`src/rtl/serial_to_parallel_aligner.sv`:
```
// Serial-to-parallel converter with polarity inversion, K28.5 comma alignment and a HUNT/VERIFY/LOCKED symbol-lock FSM.
// Optional: define S2P_REALIGN_CNT_EN to add the saturating Realign_Count output.
module serial_to_parallel_aligner #(
    parameter int DATA_WIDTH    = 10,
    parameter int LOCK_COMMAS   = 3,
    parameter int UNLOCK_MISSES = 4
) (
    input  logic                       Recovered_Bit_Clk,
    input  logic                       Rst,
    input  logic                       Ser_in,
    input  logic                       RxPolarity,
    input  logic                       Comma_Det_En,
    output logic [DATA_WIDTH-1:0]      Data_to_Decoder,
    output logic                       Data_Valid,
    output logic [DATA_WIDTH/10-1:0]   K285,
    output logic                       Symbol_Lock
`ifdef S2P_REALIGN_CNT_EN
    ,
    output logic [7:0]                 Realign_Count
`endif
);

    localparam int SYMBOLS = DATA_WIDTH / 10;
    localparam int BCW     = $clog2(DATA_WIDTH);
    localparam logic [9:0] COMMA_NEG = 10'h17C;
    localparam logic [9:0] COMMA_POS = 10'h283;

    typedef enum logic [1:0] {HUNT, VERIFY, LOCKED} state_t;

    state_t                 state, state_nxt;
    logic [DATA_WIDTH-1:0]  sr, nxt;
    logic [BCW-1:0]         bit_cnt, bit_cnt_nxt, pos;
    logic [7:0]             match_cnt, match_nxt;
    logic [7:0]             miss_cnt, miss_nxt;
    logic                   b, comma_hit, aligned, realign, emit;
    logic [SYMBOLS-1:0]     k_nxt;

    function automatic logic is_comma(input logic [9:0] sym);
        return (sym == COMMA_NEG) || (sym == COMMA_POS);
    endfunction

    always_comb begin
        b         = Ser_in ^ RxPolarity;
        nxt       = {b, sr[DATA_WIDTH-1:1]};
        comma_hit = is_comma(nxt[DATA_WIDTH-1 -: 10]);
        // A comma completing symbol 0 or symbol 1 both sit on the current boundary
        aligned   = (bit_cnt == BCW'(9)) || (bit_cnt == BCW'(DATA_WIDTH-1));

        state_nxt = state;
        match_nxt = match_cnt;
        miss_nxt  = miss_cnt;
        realign   = 1'b0;

        if (Comma_Det_En && comma_hit) begin
            case (state)
                HUNT: begin
                    realign   = 1'b1;
                    match_nxt = 8'd1;
                    if (LOCK_COMMAS == 1) begin
                        state_nxt = LOCKED;
                        miss_nxt  = 8'd0;
                    end else begin
                        state_nxt = VERIFY;
                    end
                end
                VERIFY: begin
                    if (aligned) begin
                        match_nxt = match_cnt + 8'd1;
                        if (match_nxt == 8'(LOCK_COMMAS)) begin
                            state_nxt = LOCKED;
                            miss_nxt  = 8'd0;
                        end
                    end else begin
                        realign   = 1'b1;
                        match_nxt = 8'd1;
                    end
                end
                LOCKED: begin
                    if (aligned) begin
                        miss_nxt = 8'd0;
                    end else begin
                        miss_nxt = miss_cnt + 8'd1;
                        if (miss_nxt == 8'(UNLOCK_MISSES)) begin
                            state_nxt = HUNT;
                            match_nxt = 8'd0;
                            miss_nxt  = 8'd0;
                        end
                    end
                end
                default: state_nxt = HUNT;
            endcase
        end

        // Realign places the comma's last bit at position 9, making it symbol 0
        pos         = realign ? BCW'(9) : bit_cnt;
        emit        = (pos == BCW'(DATA_WIDTH-1));
        bit_cnt_nxt = emit ? '0 : pos + BCW'(1);

        k_nxt = '0;
        for (int s = 0; s < SYMBOLS; s++) begin
            k_nxt[s] = is_comma(nxt[10*s +: 10]);
        end
    end

    always_ff @(posedge Recovered_Bit_Clk) begin
        if (Rst) begin
            sr              <= '0;
            bit_cnt         <= '0;
            state           <= HUNT;
            match_cnt       <= '0;
            miss_cnt        <= '0;
            Symbol_Lock     <= 1'b0;
            Data_Valid      <= 1'b0;
            Data_to_Decoder <= '0;
            K285            <= '0;
        end else begin
            sr          <= nxt;
            bit_cnt     <= bit_cnt_nxt;
            state       <= state_nxt;
            match_cnt   <= match_nxt;
            miss_cnt    <= miss_nxt;
            Symbol_Lock <= (state_nxt == LOCKED);
            Data_Valid  <= emit;
            if (emit) begin
                Data_to_Decoder <= nxt;
                K285            <= k_nxt;
            end
        end
    end

`ifdef S2P_REALIGN_CNT_EN
    logic unlock;
    assign unlock = (state == LOCKED) && (state_nxt == HUNT);

    always_ff @(posedge Recovered_Bit_Clk) begin
        if (Rst) begin
            Realign_Count <= 8'd0;
        end else if ((realign || unlock) && (Realign_Count != 8'hFF)) begin
            Realign_Count <= Realign_Count + 8'd1;
        end
    end
`endif

endmodule
```
`config.mk`:
```
export PLATFORM = sky130hd
export DESIGN_NAME = serial_to_parallel_aligner
export DESIGN_NICKNAME = d
export VERILOG_FILES = /design/src/rtl/serial_to_parallel_aligner.sv
export SDC_FILE = /design/constraint.sdc
export NUM_CORES = 1
export LEC_CHECK = 0
export CAP_MARGIN = 10
export CORE_MARGIN = 2
export CORE_UTILIZATION = 61
export DETAILED_ROUTE_END_ITERATION = 8
export PLACE_DENSITY = 0.83
export SKIP_LAST_GASP = 1
export SLEW_MARGIN = 20
export SYNTH_ARGS = -nofsm -noshare
export SYNTH_HDL_FRONTEND = slang
export SYNTH_SLANG_ARGS = --single-unit
```
`constraint.sdc`:
```
create_clock -name Recovered_Bit_Clk -period 5.1 [get_ports Recovered_Bit_Clk]
set_input_delay 1.02 -clock Recovered_Bit_Clk [delete_from_list [all_inputs] [get_ports Recovered_Bit_Clk]]
set_output_delay 1.02 -clock Recovered_Bit_Clk [all_outputs]
set_load 0.01 [all_outputs]
```
==> results of run 1 <==
-- layer usage --
metal	wire length (um)	vias to the layer above	part of all wire, %
met5	0	-	0
met4	131	0	2.9
met3	227	12	5.0
met2	2010	51	44
met1	2170	845	48
li1	-	912	-
-- sequential cells by signal (all words and copies together) (netlist names) --
signal	cells
miss_cnt	8
sr	9
bit_cnt	4
K285	1
Data_to_Decoder	10
Data_Valid	1
state	2
match_cnt	8
Symbol_Lock	1
-- synth_stat cells (2+ instances only) --
library cell	number	area share [%]
nand3b_1	2	0.68
nor2b_1	13	3.7
inv_1	8	1.4
or4_1	4	1.4
nor4b_1	3	1.2
nand2b_1	2	0.57
nand4b_1	5	2.0
nand4_1	2	0.57
o21a_1	3	1.0
xor2_1	3	1.2
a21oi_1	18	4.1
or3_1	3	0.85
nor3_1	8	1.8
and2_1	4	1.1
xnor2_1	3	1.2
ha_1	9	5.1
clkbuf_1	4	0.68
and3_1	4	1.1
nand2_1	13	2.2
dfxtp_1	44	40
buf_2	7	1.6
nor2_1	10	1.7
nand3_1	9	2.0
a22o_1	11	4.4
a211oi_1	2	0.68
a311oi_1	3	1.2
o21ai_0	13	3.0
-- layout make-up --
class / instances / area, sq um / share of cell area (%)
multi-input combinational: 176 / 1230 / 50.6
inverter: 8 / 30.0 / 1.24
timing repair buffer: 18 / 178 / 7.33
tap: 46 / 57.6 / 2.37
clock buffer: 5 / 37.5 / 1.55
clock inverter: 2 / 12.5 / 0.516
sequential: 44 / 881 / 36.3
-- critical path, cell delays in order --
cell	delay [ns]
clkdlybuf4s50_1	0.47
xor2_1	0.35
nor4_2	0.15
o21ai_2	0.33
nor2_1	0.12
or2_2	0.32
ha_1	0.21
a21oi_1	0.39
buf_4	0.27
nor2b_1	0.13
-- final timing paths --
check,start,to,slack (ns),cells past startpoint
worst min register to register,Data_to_Decoder[2]$_SDFFE_PP0P_,Data_to_Decoder[2]$_SDFFE_PP0P_,0.49,1
worst max-delay path,Ser_in,bit_cnt[0]$_SDFF_PP0_,1.65,10
worst max register to register,sr[5]$_SDFF_PP0_,bit_cnt[0]$_SDFF_PP0_,2.42,9
worst min-delay path,Data_to_Decoder[2]$_SDFFE_PP0P_,Data_to_Decoder[2]$_SDFFE_PP0P_,0.49,1
-- logic make-up (layout without fill, tap and decap cells) --
kind of cell / after synthesis / after routing / synth area share, %
and+or+nand+nor: 93 / 93 / 26.0
AOI/OAI and AO/OA: 67 / 67 / 21.6
DFF: 44 / 44 / 40.0
buffers and inverters: 20 / 33 / 4.15
adders and majority gates: 9 / 9 / 5.12
xor gates and xnor gates: 7 / 7 / 3.13
-- power groups by stage --
stage / clock network, mW / registers (mW) / logic, mW
2_1_floorplan: 0 / 0.358 / 0.0146
3_5_place_dp: 0 / 0.359 / 0.0217
5_1_grt: 0.183 / 0.352 / 0.0241
4_1_cts: 0.167 / 0.351 / 0.0218
6_report: 0.162 / 0.352 / 0.0216
3_3_place_gp: 0 / 0.359 / 0.0215
-- metrics by stage --
| stage | util, % | power [mW] | std cells | hold slack (ns) |
|---|---|---|---|---|
| after CTS | 71.5 | 0.540 | 299 | 0.494 |
| after global routing | 71.5 | 0.559 | 299 | 0.516 |
| final | 71.5 | 0.535 | 299 | 0.494 |
| after detailed placement | 70.0 | 0.381 | 292 | 0.460 |
| after global placement | 70.0 | 0.381 | 292 | 0.456 |
| after floorplan | - | 0.373 | 240 | 0.445 |
==> impl_metrics.py, run 1 <==
metrics = {
    "status": {
        "status": "finished, final reports clean",
    },
    "clocking": {
        "numCtsBuffers": 5,
        "cts_setup_buffers": 0,
        "htreeDepth": 2,
        "cts_tree": "done",
        "root_buffer": "clkbuf_4",
        "clk_pin_slew_ns": 0.12,
        "cts_resized": 0,
        "clockBufferDepth": 2,
        "cts_sinks": 44,
        "ctsHoldBuffers": 0,
        "worstSkewPairLatency_ns": 0.35,
    },
    "critical_path": {
        "critical_path_arrival_ns": 3.76,
        "endpoint_kind": "register",
        "cp.required_ns": 5.40,
        "crit_type": "input port to register",
        "cp_max_fo": 10,
        "startpoint_type": "input port",
    },
    "cells_and_area": {
        "layout_commonest_cell": "dfxtp_1",
        "antenna_cells": 0,
        "syn_to_final_growth_pct": 10.2,
        "drive_gt1_share_pct": 7.91,
        "fillCellCount": 260,
        "layout_common_cells": "dfxtp_1 (44), a21oi_1 (18), clkdlybuf4s50_1 (17)",
        "final_area_sq_um": 2420,
        "final_nets": 267,
    },
    "synthesis": {
        "syn_area_sq_um": 2200,
        "ys.flop_type": "dfxtp_1",
        "ys_warn_count": 0,
        "syn_avg_cell_area_sq_um": 9.17,
        "synth_cell_types": 57,
        "synth_edf_count": 0,
        "ys_ff_latch": 44,
        "async_flop_share_pct": 0,
        "syn_nets": 254,
        "synthCells": 240,
        "seq_area_frac_synth_pct": 40.0,
    },
    "route": {
        "vias": 1820,
        "vias_per_cell": 6.09,
        "drc": 0,
        "ant_nets": 0,
        "wl_per_cell_um": 15.2,
        "first_pass_iters": 4,
        "wl_mm": 4.54,
        "drtIter0Drc": 124,
    },
    "global_routing": {
        "grt.busiest_layer": "met2",
        "grt_pass1_wl_mm": 7.93,
        "met2_usage_pct": 38.3,
        "grt_usage_pct": 24.7,
        "gr-usage-met3_pct": 6.16,
        "grt_pass1_vias": 1717,
        "antenna_found_initial": 0,
        "use_met1_pct": 32.2,
        "grt.overflow.total": 0,
        "grt_max_degree": 28,
    },
    "power": {
        "ir_drop_mv": 0.226,
        "intPower_uw": 408,
        "power_frac_comb_pct": 4.0,
        "clkPwrFrac_pct": 30.2,
        "leakage_nw": 0.837,
        "power_density_nw_per_um2": 221,
        "switching_share_pct": 23.8,
        "p_sw_uw": 127,
        "sequentialPowerShare_pct": 65.7,
    },
    "sta": {
        "final.setup.tns_ns": 0,
        "drv_slew": 0,
        "min_period_ns": 3.45,
        "tightest_slew_ns": 1.04,
        "final_hold_viol_count": 0,
        "period_share_pct": 67.7,
        "maxSlewHeadroom_pct": 30.3,
        "setup_ws_ns": 1.65,
        "final-setup-viol-count": 0,
        "rsz0062_at_grt": "false",
        "worst_clock_skew_ns": 0.00482,
        "timing.fmax_mhz": 289,
    },
    "place": {
        "placed_cell_area_sq_um": 2370,
        "dp_hpwl_mm": 3.16,
        "preCtsSetupSlack_ns": 1.31,
        "place_congestion": 0.904,
        "numPortBuffers": 17,
    },
    "floorplan": {
        "fp.coreArea_sq_um": 3390,
        "row_count": 21,
        "die_h_um": 64.1,
        "fp.dieW_um": 64.1,
        "io_pins": 18,
        "dieArea_sq_um": 4100,
        "initial_core_util_pct": 64.9,
    },
    "flow_run": {
        "cap_violations": 0,
    },
    "worst_hold_path": {
        "hold_path.class": "register to register",
    },
}
No activity file was read; power rests on OpenSTA's default activity.
==> run 2, diff against run 1 <==
--- a/config.mk
+++ b/config.mk
@@ -7,9 +7,9 @@
 export LEC_CHECK = 0
 export CAP_MARGIN = 10
 export CORE_MARGIN = 2
-export CORE_UTILIZATION = 61
+export CORE_UTILIZATION = 57
 export DETAILED_ROUTE_END_ITERATION = 8
-export PLACE_DENSITY = 0.83
+export PLACE_DENSITY = 0.78
 export SKIP_LAST_GASP = 1
 export SLEW_MARGIN = 20
 export SYNTH_ARGS = -nofsm -noshare
==> constraint.sdc (replaced) <==
create_clock -name Recovered_Bit_Clk -period 3.4 [get_ports Recovered_Bit_Clk]
set_input_delay 0.68 -clock Recovered_Bit_Clk [delete_from_list [all_inputs] [get_ports Recovered_Bit_Clk]]
set_output_delay 0.68 -clock Recovered_Bit_Clk [all_outputs]
set_load 0.01 [all_outputs]
==> run 2 against run 1 <==
  * Total power up 93%
  * Setup slack worse by 1.1 ns
  * Cell count up 1.7%
  * Sequential power up 50%
  * Clock power rose to 2.9 times the previous value
  * Largest power group unchanged
  * Highest routed layer unchanged
==> impl_metrics.py, run 2 (synthesis gave the netlist of run 1 again) <==
metrics = {
    "status": {
        "status": "finished, final reports clean",
    },
    "clocking": {
        "cts_resized": 0,
        "cts_tree": "done",
        "numCtsBuffers": 5,
        "cts_sinks": 44,
        "htreeDepth": 2,
        "worstSkewPairLatency_ns": 0.30,
        "clockBufferDepth": 2,
        "root_buffer": "clkbuf_8",
        "cts_setup_buffers": 0,
        "ctsHoldBuffers": 0,
        "clk_pin_slew_ns": 0.07,
    },
    "global_routing": {
        "grt_pass1_wl_mm": 7.82,
        "antenna_found_initial": 0,
        "grt_usage_pct": 23.2,
        "grt.overflow.total": 0,
        "grt_max_degree": 22,
        "grt_pass1_vias": 1657,
    },
    "route": {
        "first_pass_iters": 4,
        "wl_per_cell_um": 14.8,
        "vias_per_cell": 5.92,
        "drc": 0,
        "ant_nets": 0,
        "drtIter0Drc": 180,
        "wl_mm": 4.50,
        "vias": 1799,
    },
    "sta": {
        "min_period_ns": 2.87,
        "setup_ws_ns": 0.531,
        "rsz0062_at_grt": "false",
        "final_hold_viol_count": 0,
        "timing.fmax_mhz": 348,
        "period_share_pct": 84.4,
        "drv_slew": 0,
        "tightest_slew_ns": 0.652,
        "maxSlewHeadroom_pct": 56.5,
        "worst_clock_skew_ns": 0.0107,
        "final-setup-viol-count": 0,
        "final.setup.tns_ns": 0,
    },
    "place": {
        "numPortBuffers": 17,
        "preCtsSetupSlack_ns": 0.225,
        "place_congestion": 0.840,
        "dp_hpwl_mm": 3.19,
        "dp.cells": 297,
    },
    "cells_and_area": {
        "drive_gt1_share_pct": 8.98,
        "syn_to_final_growth_pct": 14.9,
        "layout_commonest_cell": "dfxtp_1",
        "final_nets": 270,
        "fin_cells": 304,
        "utilization_pct": 68.5,
        "largest_reg_flops": 10,
        "reg_top3": "Data_to_Decoder x10, sr x9",
        "antenna_cells": 0,
        "layout_common_cells": "dfxtp_1 (44), a21oi_1 (18), clkdlybuf4s50_1 (17)",
        "regMostFlops": "Data_to_Decoder",
    },
    "critical_path": {
        "cp.buffers_inverters": 2,
        "cp_max_fo": 11,
        "worstPathCellList": "clkdlybuf4s50_1, xor2_1, nor4_2, o21ai_2, nor2_1, or2_2, ha_1, a21oi_1, buf_4, a22o_1",
        "critPathMaxStageDelay_ns": 0.47,
        "critical_path_arrival_ns": 3.11,
        "cp_slowest_cell": "clkdlybuf4s50_1",
        "endpoint_kind": "register",
        "startpoint_type": "input port",
        "crit_type": "input port to register",
        "cp_top_family": "buffers and inverters",
        "cp.required_ns": 3.64,
    },
    "floorplan": {
        "dieArea_sq_um": 4370,
        "fp.dieW_um": 66.1,
        "die_h_um": 66.1,
        "initial_core_util_pct": 59.6,
        "io_pins": 18,
        "fp.coreArea_sq_um": 3690,
        "row_count": 22,
    },
    "power": {
        "total_power_mw": 1.03,
        "power_density_nw_per_um2": 407,
        "leakage_nw": 0.887,
        "ir_drop_mv": 0.318,
    },
    "flow_run": {
        "cap_violations": 0,
    },
    "worst_hold_path": {
        "hold_path.class": "register to register",
    },
}
## run 2: changes by cell type in the layout (fill, tap and decap cells not counted)
cell	previous run	this run
buf_4	1	4
clkinvlp_4	1	0
clkinv_2	1	0
clkbuf_8	0	5
clkbuf_4	5	0
bufinv_16	0	2
## run 2: per-stage QoR
stage	hold slack (ns)	area, sq um
6_report	0.482	2530
5_1_grt	0.506	2530
4_1_cts	0.478	2530
3_5_place_dp	0.455	2400
3_3_place_gp	0.456	2400
2_1_floorplan	0.445	2200
## run 2: power breakdown
group          internal [mW]  switching, mW  total (mW)
Sequential             0.521        0.00608       0.527
Combinational         0.0158         0.0182      0.0341
Clock                  0.289          0.180       0.469
Total                  0.826          0.204        1.03
## run 2: path summary, 6_finish.rpt
path / startpoint / end / slack (ns) / cells after the start
hold / removal: Data_to_Decoder[6]$_SDFFE_PP0P_ / Data_to_Decoder[6]$_SDFFE_PP0P_ / 0.48 / 1
hold reg to reg: Data_to_Decoder[6]$_SDFFE_PP0P_ / Data_to_Decoder[6]$_SDFFE_PP0P_ / 0.48 / 1
setup / recovery: RxPolarity / Data_to_Decoder[9]$_SDFFE_PP0P_ / 0.53 / 10
setup reg to reg: match_cnt[0]$_SDFFE_PP0P_ / miss_cnt[2]$_SDFFE_PP0P_ / 0.75 / 7
## run 2: area by class of cell
cell class,count,area (sq um)
clock buffers,5,68.8
clock inverters,2,60.1
fillers,306,1160
inverters,8,30.0
multi-input cells,176,1230
flip-flops and latches,44,881
well taps,48,60.1
repair buffers,21,200
## run 2: metal layers
layer  wire (um)  vias to the layer above  GRT usage (%)
met2        2060                       34           37.3
met4          80                        0           9.18
met1        2210                      835           30.5
met5           0                        -              0
li1            -                      922              -
met3         145                        8           4.60
## run 2: worst register-to-register path, stage by stage, from the launching register on
cell and delay [ns]:
dfxtp_1 0.51, ha_1 0.41, nand3_1 0.14, xnor2_1 0.17
nor4b_2 0.42, a31oi_2 0.24, or4_1 0.55, a21oi_1 0.14
